**src/rtl/wb_fwd_pipe_pkg.sv**
```systemverilog
// Shared types for the write-back forwarding pipeline.
// Holds the default register widths, the per-stage entry struct and the
// bubble constant.
package wb_fwd_pipe_pkg;

    // Default widths, matching RegBus / RegAddrBus.
    localparam int WB_DATA_W = 32;
    localparam int WB_ADDR_W = 5;

    // One in-flight write-back slot.
    // rdy=0 marks a load whose data is still on its way.
    typedef struct packed {
        logic                 wreg;
        logic [WB_ADDR_W-1:0] wd;
        logic [WB_DATA_W-1:0] wdata;
        logic                 rdy;
    } wb_entry_t;

    // Empty slot: writes nothing, never forwards, and is never a pending load.
    localparam wb_entry_t BUBBLE = '{wreg: 1'b0, wd: '0, wdata: '0, rdy: 1'b1};

    // Entry as it is stored in a stage.
    // By the time an entry reaches the last stage its data is final.
    function automatic wb_entry_t promote(input wb_entry_t e, input logic last);
        promote = e;
        if (last) begin
            promote.rdy = 1'b1;
        end
    endfunction

endpackage

```
**src/rtl/wb_fwd_mux.sv**
```systemverilog
// One forwarding read port.
// Picks the first candidate (index 0 = youngest) whose destination matches
// the read address. If nothing matches it falls back to the regfile data.
// r0 and disabled ports always read as zero.
module wb_fwd_mux
    import wb_fwd_pipe_pkg::*;
#(
    parameter int NUM_CAND   = 4,
    parameter int DATA_W     = WB_DATA_W,
    parameter int REG_ADDR_W = WB_ADDR_W
) (
    input  logic                  re,
    input  logic [REG_ADDR_W-1:0] addr,
    input  wb_entry_t             cand [NUM_CAND],
    input  logic [DATA_W-1:0]     rf_rdata,
    output logic [DATA_W-1:0]     rdata,
    output logic                  hit,
    output logic                  not_rdy
);

    // Priority search: scan oldest to youngest so the youngest match is the
    // last assignment and therefore wins.
    always_comb begin
        rdata   = rf_rdata;
        hit     = 1'b0;
        not_rdy = 1'b0;
        if (!re || addr == '0) begin
            rdata = '0;
        end else begin
            for (int c = NUM_CAND - 1; c >= 0; c--) begin
                if (cand[c].wreg && cand[c].wd == addr) begin
                    rdata   = cand[c].wdata;
                    hit     = 1'b1;
                    not_rdy = !cand[c].rdy;
                end
            end
        end
    end

endmodule

```
**src/rtl/wb_fwd_pipe.sv**
```systemverilog
// Write-back pipeline with per-stage stall, global flush and operand
// forwarding.
// Stage 0 is nearest ex. Stage DEPTH-1 drives the regfile write port.
// Optional load-hazard detection is enabled by WB_FWD_PIPE_LOAD_HAZARD_EN.
module wb_fwd_pipe
    import wb_fwd_pipe_pkg::*;
#(
    parameter int DATA_W     = WB_DATA_W,
    parameter int REG_ADDR_W = WB_ADDR_W,
    parameter int DEPTH      = 3,
    parameter int NUM_RD     = 2
) (
    input  logic                         clk,
    input  logic                         rst,
    input  logic                         in_wreg,
    input  logic [REG_ADDR_W-1:0]        in_wd,
    input  logic [DATA_W-1:0]            in_wdata,
    input  logic                         in_rdy,
    input  logic [DEPTH-1:0]             stall_i,
    input  logic                         flush_i,
    output logic                         wb_we,
    output logic [REG_ADDR_W-1:0]        wb_waddr,
    output logic [DATA_W-1:0]            wb_wdata,
    input  logic [NUM_RD-1:0]            rd_re,
    input  logic [NUM_RD*REG_ADDR_W-1:0] rd_addr,
    input  logic [NUM_RD*DATA_W-1:0]     rf_rdata,
    output logic [NUM_RD*DATA_W-1:0]     rd_data,
    output logic [NUM_RD-1:0]            rd_hit,
    output logic                         load_stall_o
);

    // The entry struct takes its field widths from the package.
    // Change the widths there, not only through these parameters.
    wb_entry_t       st   [DEPTH];
    wb_entry_t       cand [DEPTH+1];
    wb_entry_t       in_e;
    logic [DEPTH:0]  stall_ext;
    logic [NUM_RD-1:0] port_not_rdy;

    // Bit k of stall_ext is the hold request of the stage feeding stage k.
    // The inputs (bit 0) never stall.
    assign stall_ext = {stall_i, 1'b0};

    // Incoming ex result packaged as an entry.
    // Without hazard tracking every entry counts as final.
    always_comb begin
        in_e.wreg  = in_wreg;
        in_e.wd    = in_wd;
        in_e.wdata = in_wdata;
`ifdef WB_FWD_PIPE_LOAD_HAZARD_EN
        in_e.rdy   = in_rdy;
`else
        in_e.rdy   = 1'b1;
`endif
    end

    // Candidate list, youngest first.
    // cand[k] is also the source that stage k loads from.
    always_comb begin
        cand[0] = in_e;
        for (int k = 0; k < DEPTH; k++) begin
            cand[k+1] = st[k];
        end
    end

    // Stage registers.
    // Priority: reset, flush, own hold, bubble behind a held upstream stage,
    // then advance.
    always_ff @(posedge clk) begin
        for (int k = 0; k < DEPTH; k++) begin
            if (rst) begin
                st[k] <= '0;
            end else if (flush_i) begin
                st[k] <= BUBBLE;
            end else if (stall_ext[k+1]) begin
                st[k] <= st[k];
            end else if (stall_ext[k]) begin
                st[k] <= BUBBLE;
            end else begin
                st[k] <= promote(cand[k], k == DEPTH - 1);
            end
        end
    end

    assign wb_we    = st[DEPTH-1].wreg;
    assign wb_waddr = st[DEPTH-1].wd;
    assign wb_wdata = st[DEPTH-1].wdata;

    for (genvar i = 0; i < NUM_RD; i++) begin : g_port
        wb_fwd_mux #(
            .NUM_CAND   (DEPTH + 1),
            .DATA_W     (DATA_W),
            .REG_ADDR_W (REG_ADDR_W)
        ) u_mux (
            .re       (rd_re[i]),
            .addr     (rd_addr[i*REG_ADDR_W +: REG_ADDR_W]),
            .cand     (cand),
            .rf_rdata (rf_rdata[i*DATA_W +: DATA_W]),
            .rdata    (rd_data[i*DATA_W +: DATA_W]),
            .hit      (rd_hit[i]),
            .not_rdy  (port_not_rdy[i])
        );
    end

`ifdef WB_FWD_PIPE_LOAD_HAZARD_EN
    assign load_stall_o = |port_not_rdy;
`else
    logic unused_rdy;
    assign unused_rdy   = in_rdy ^ (^port_not_rdy);
    assign load_stall_o = 1'b0;
`endif

endmodule
```
**config.mk**
```make
export PLATFORM = sky130hd
export DESIGN_NAME = wb_fwd_pipe
export DESIGN_NICKNAME = d
export VERILOG_FILES = /design/src/rtl/wb_fwd_pipe_pkg.sv /design/src/rtl/wb_fwd_mux.sv /design/src/rtl/wb_fwd_pipe.sv
export SDC_FILE = /design/constraint.sdc
export NUM_CORES = 1
export LEC_CHECK = 0
export ABC_CLOCK_PERIOD_IN_PS = 4860
export CELL_PAD_IN_SITES_DETAIL_PLACEMENT = 1
export CELL_PAD_IN_SITES_GLOBAL_PLACEMENT = 1
export CORE_MARGIN = 2
export CORE_UTILIZATION = 38
export DETAILED_ROUTE_END_ITERATION = 8
export GPL_TIMING_DRIVEN = 0
export PLACE_DENSITY_LB_ADDON = 0.1
export SETUP_SLACK_MARGIN = 0.2
export SYNTH_ARGS = -nofsm -noshare
export SYNTH_HDL_FRONTEND = slang
export SYNTH_SLANG_ARGS = --single-unit
```
**constraint.sdc**
```tcl
create_clock -name clk -period 4.86 [get_ports clk]
set_input_delay 1.458 -clock clk [delete_from_list [all_inputs] [get_ports clk]]
set_output_delay 1.458 -clock clk [all_outputs]
set_load 0.01 [all_outputs]
```
; Word level (Yosys, flattened, before mapping)
; Memories as Yosys holds them, arrays and structs flattened.
; Cells that the tools add are included.
[word_totals]
romBits = 0
input_bits = 121
word_cells = 107
memories = 1
latchBits = 0
reg_bits = 0
output_inout_bits = 105
ram_bits = 117
[memory_table]
columns = memory, depth, width, read_ports, rd_ports_with_merged_regs, wr, line_no
row1 = st, 3, 39, 3, 0, 3, wb_fwd_pipe.sv:34  ; wb_entry_t st [DEPTH];
[op_classes]
addsub = 0
mux = 73
n_lt_le_gt_ge = 0
n_reduce_logical = 14
shifts = 0
div = 0
bitwise_logic = 11
n_eq_ne = 8
n_mul = 0
[op_table]
columns = operator, count
row1 = $mux 39, 11
row2 = $mux 32, 10
row3 = $mux 1, 52
row4 = $eq 5x5->1, 8
row5 = $or 1x1->1, 11
row6 = $logic_not 5->1, 2
row7 = $logic_and 1x1->1, 8
row8 = $logic_not 1->1, 2
row9 = $logic_or 1x1->1, 2

; Longest topological paths before layout
; An unclocked memory read counts as a cell.
[logic_depth]
ltp_word = 8
mapped_depth = 10
mapped_depth_nobuf = 5

; Hierarchy
; Synthesis repeated with hierarchy kept, for this count alone.
[unflattened]
hier_cells = 915
hier_area_um2 = 8739.6
[by_module_without_submodules]
columns = mod, n_inst, area_each_um2, cells_each
row1 = wb_fwd_pipe, 1, 4680.7, 295
row2 = wb_fwd_mux, 2, 2029.4, 310

; Worst setup path after synthesis
; No wires, ideal clock.
[synth_path]
kind = input-to-output
start = in rd_addr[2]
end = out rd_data[0]
required_ps = 3402
path_slack_ps = 444
path_buffers = 4
cell_stages = 9
arrival_time_ps = 2958
cell_sequence = buf_2 -> xnor2_1 -> nand4_1 -> or2_1 -> buf_6 -> and3b_1 -> buf_6 -> buf_12 -> a221oi_2
[synth_between]
elab_chain_len = 7
word_cells_on_any_way = 15
classes_between = eq/ne (4) / mux (5) / reduce/logical (6)
[synth_rtl]
columns = element, line_no
row1 = "start, declared", wb_fwd_pipe.sv:25  ; input logic [NUM_RD*REG_ADDR_W-1:0] rd_addr,
row2 = $eq 5x5->1, wb_fwd_mux.sv:31  ; if (cand[c].wreg && cand[c].wd == addr) begin
row3 = $logic_and 1x1->1, wb_fwd_mux.sv:31
row4 = $mux 32 (4 in a row), wb_fwd_mux.sv:31
row5 = $mux 32 *, wb_fwd_mux.sv:27  ; if (!re || addr == '0) begin
row6 = "end, declared", wb_fwd_pipe.sv:27  ; output logic [NUM_RD*DATA_W-1:0] rd_data,
; Mark *: on every way between the ends. The rest lies on a longest branch, timed or not.

; Worst setup path in the final report
[layout_path]
start = in rd_re[1]
end = out rd_data[54]
[layout_between]
elab_chain_len = 3
[layout_rtl]
columns = element, line_no
row1 = "start, declared", wb_fwd_pipe.sv:24  ; input logic [NUM_RD-1:0] rd_re,
row2 = $logic_not 1->1, wb_fwd_mux.sv:27
row3 = $logic_or 1x1->1, wb_fwd_mux.sv:27
row4 = $mux 32, wb_fwd_mux.sv:27
; Every way passes these cells.

==> impl_metrics.ini <==
[status]
outcome = complete, no violations

[global_routing]
grt_usage = 0.307
first_global_vias = 8454
antenna_found_initial = 0
grt-ovfl-total = 0
grt_pass1_wl_mm = 51.0
grt_max_degree = 34

[clock_network]
clkTransAtPathRegs_ps = 50
cts_buffers = 17
h-tree-depth = 4
cts_tree = yes
cts_hold_buf = 0
clk-insertion-delay-late_ps = 430
cts_sinks = 114
root_buffer = clkbuf_16
clock_path_buffers = 2

[drt]
antenna_left = 0
drt_wl_total_mm = 36.3
routedWlPerCell_um = 26.7
vias = 8119
routed_via_density = 5.98
drc = 0
drt_iter0_drc = 606
firstDrtPassIters = 5

[power]
p_leak_nw = 5.01
p_per_area_nw_per_um2 = 233
peakVddDrop_uv = 266

[setup_path]
crit_family = buffers and inverters
crit_path_end_kind = primary output
crit_buf_inv = 3
cpMaxStageDelayCell = clkdlybuf4s50_1
crit_arrival_ps = 3390
cp_max_fo = 6
crit_required_ps = 3400
cp_slowest_stage_delay_ps = 640
start_kind = input pin
crit_chain = clkdlybuf4s50_1 -> o21ai_4 -> a21oi_4 -> clkbuf_4 -> o221ai_1 -> o21ai_1 -> dlygate4sd2_1
r2r_slack_ps = 3880
critPathKind = input pin to primary output

[timing]
finalCriticalPeriod_ps = 4850
fmax_mhz = 206
drv_slew = 0
clock-skew-final_ps = 6.73
setup_viol = 0
grt_setup_unrepaired = yes
slew-limit-headroom = 0.530
post-route-period-util = 0.998
setup_ws_ps = 8.41
worst_pin_slew_ps = 705
finalHoldViolCount = 0

[yosys]
synthTopCellsByArea = edfxtp_1 42%, and2_1 11%, o221ai_1 6.7%, a221oi_2 5.5%, buf_4 3.9%
synth_adder_area_share = 0
synthArstFlopShare = 0
synthDistinctLibCells = 44
synth_top_family_by_area = compound AO/OA/AOI/OAI gates
synth_edf_count = 114
synth_top_area_cell = edfxtp_1
avgSynthCellArea_um2 = 10.3
yosysWarningCount = 0
synthMuxAreaShare = 0.0380
syn_nets = 917
yosys.area.top_type_share = 0.419
syn_inst = 796
synth_compound_area_frac = 0.221
ys.flop_type = edfxtp_1
synth-simple-area-share = 0.173
synth-xor-area-share = 0.0429
ys_ff_latch = 114
syn-cell-area_um2 = 8180
ys_seq_area_frac = 0.419

[final_layout]
nets = 1193
largest_reg_flops = 114
final-seq-area_um2 = 3420
diodes = 0
multi_input_area_um2 = 4770
regMostFlops = st
drive_gt1_frac = 0.363
fillers = 2237
reg_top3 = st x114
final_cells = 1358
areaGrowthSynthToFinish_pct = 54.9

[floorplan]
io_pins = 226
die-area_um2 = 22700
core_area_um2 = 21100
initial_core_util = 0.388
die_w_um = 151
rows = 53
die_height_um = 151

[hold_path]
hp-class = register to register

[placed_design]
pre_cts_slack_ps = -1060
placedCellCount = 1287
place_hpwl_mm = 23.2
portBuffers = 213
place_congestion = 0.837

[flow_run]
cap_violations = 0
[power by group]
group	leakage (nW)	total [mW]	switching [mW]	internal, mW
Clock	0.253	1.14	0.459	0.682
Combinational	3.43	0.629	0.318	0.311
Sequential	1.32	1.18	0.0477	1.13
Total	5.01	2.95	0.825	2.12
[cells by family (layout without fill, tap and decap cells)]
group	Yosys count	count (layout)
buffers and inverters	156	442
and+or+nand+nor	247	247
muxes	31	31
AOI/OAI and AO/OA	207	208
xor gates and xnor gates	40	40
other	1	1
DFF	114	114
[cells in the final DEF (no fill, tap or decap), types with 8 or more instances in the layout]
cell / synthesis / routed
clkdlybuf4s50_1: 0 / 141
and2_1: 145 / 134
edfxtp_1: 114 / 114
buf_4: 43 / 71
buf_2: 19 / 59
o221ai_1: 63 / 41
inv_1: 33 / 33
nor2_1: 33 / 32
nand3_1: 35 / 31
mux2i_1: 31 / 31
o21ai_1: 31 / 27
a211oi_2: 0 / 22
o221ai_2: 0 / 22
a221oi_2: 30 / 20
clkbuf_1: 52 / 19
buf_12: 3 / 18
a32oi_1: 30 / 18
clkbuf_16: 0 / 18
buf_6: 6 / 17
xnor2_2: 0 / 15
buf_8: 0 / 13
and2_4: 0 / 13
clkbuf_2: 0 / 12
a32oi_2: 0 / 12
clkbuf_4: 0 / 11
xor2_1: 16 / 11
a221oi_4: 0 / 11
a211oi_1: 32 / 9
xnor2_1: 24 / 8
[through the flow]
| stage | area (µm²) | total power, mW | utilization | TNS, ps | hold WS, ps |
|---|---|---|---|---|---|
| 2_1_floorplan | 8180 | 1.42 | - | 0 | 549 |
| 3_3_place_gp | 10700 | 1.71 | 0.505 | -55600 | 560 |
| 3_5_place_dp | 10700 | 1.72 | 0.508 | -55680 | 571 |
| 4_1_cts | 12100 | 2.87 | 0.575 | 0 | 588 |
| 5_1_grt | 12700 | 3.02 | 0.600 | -41.4 | 609 |
| 6_report | 12700 | 2.95 | 0.600 | 0 | 590 |
[metal layers]
| layer | up-vias | global-route usage | wire [µm] |
|---|---|---|---|
| met5 | - | 0 | 0 |
| li1 | 3535 | - | - |
| met4 | 0 | 0.105 | 1090 |
| met3 | 90 | 0.0548 | 2620 |
| met2 | 413 | 0.535 | 18400 |
| met1 | 4081 | 0.383 | 14200 |
[path summary, 6_finish.rpt]
| check | to | start | cells after the start |
|---|---|---|---|
| setup reg to reg | st[1][36] | st[0][36] | 1 |
| hold reg to reg | st[2][12] | st[1][12] | 1 |
| setup / recovery | rd_data[54] | rd_re[1] | 7 |
| hold / removal | st[2][12] | st[1][12] | 1 |
[Yosys cell counts (all sizes together) (6+ instances only)]
master  instances
edfxtp        114
o221ai         63
xor2           16
nand2          10
mux2i          31
a221oi         31
nor2           33
o21ai          35
nor4            6
and2          147
a211oi         32
xnor2          24
buf            71
a32oi          30
nand3          35
inv            33
clkbuf         52
[final cells by class]
| class | count | area share |
|---|---|---|
| buffer | 123 | 0.0903 |
| clock buffer | 20 | 0.0345 |
| multi-input combinational | 527 | 0.377 |
| clock inverter | 10 | 0.00553 |
| sequential | 114 | 0.270 |
| inverter | 33 | 0.00978 |
| tap | 275 | 0.0272 |
| timing repair buffer | 256 | 0.186 |
[repair_timing]
| action | 4_1_cts | 5_1_grt |
|---|---|---|
| pin swaps | 57 | 35 |
| buffers inserted | 19 | 10 |
| gates cloned | 9 | 3 |
| setup endpoints to repair | 66 | 66 |
| gates resized for setup | 466 | 109 |
Note: power is estimated with default switching activity, not from simulation.
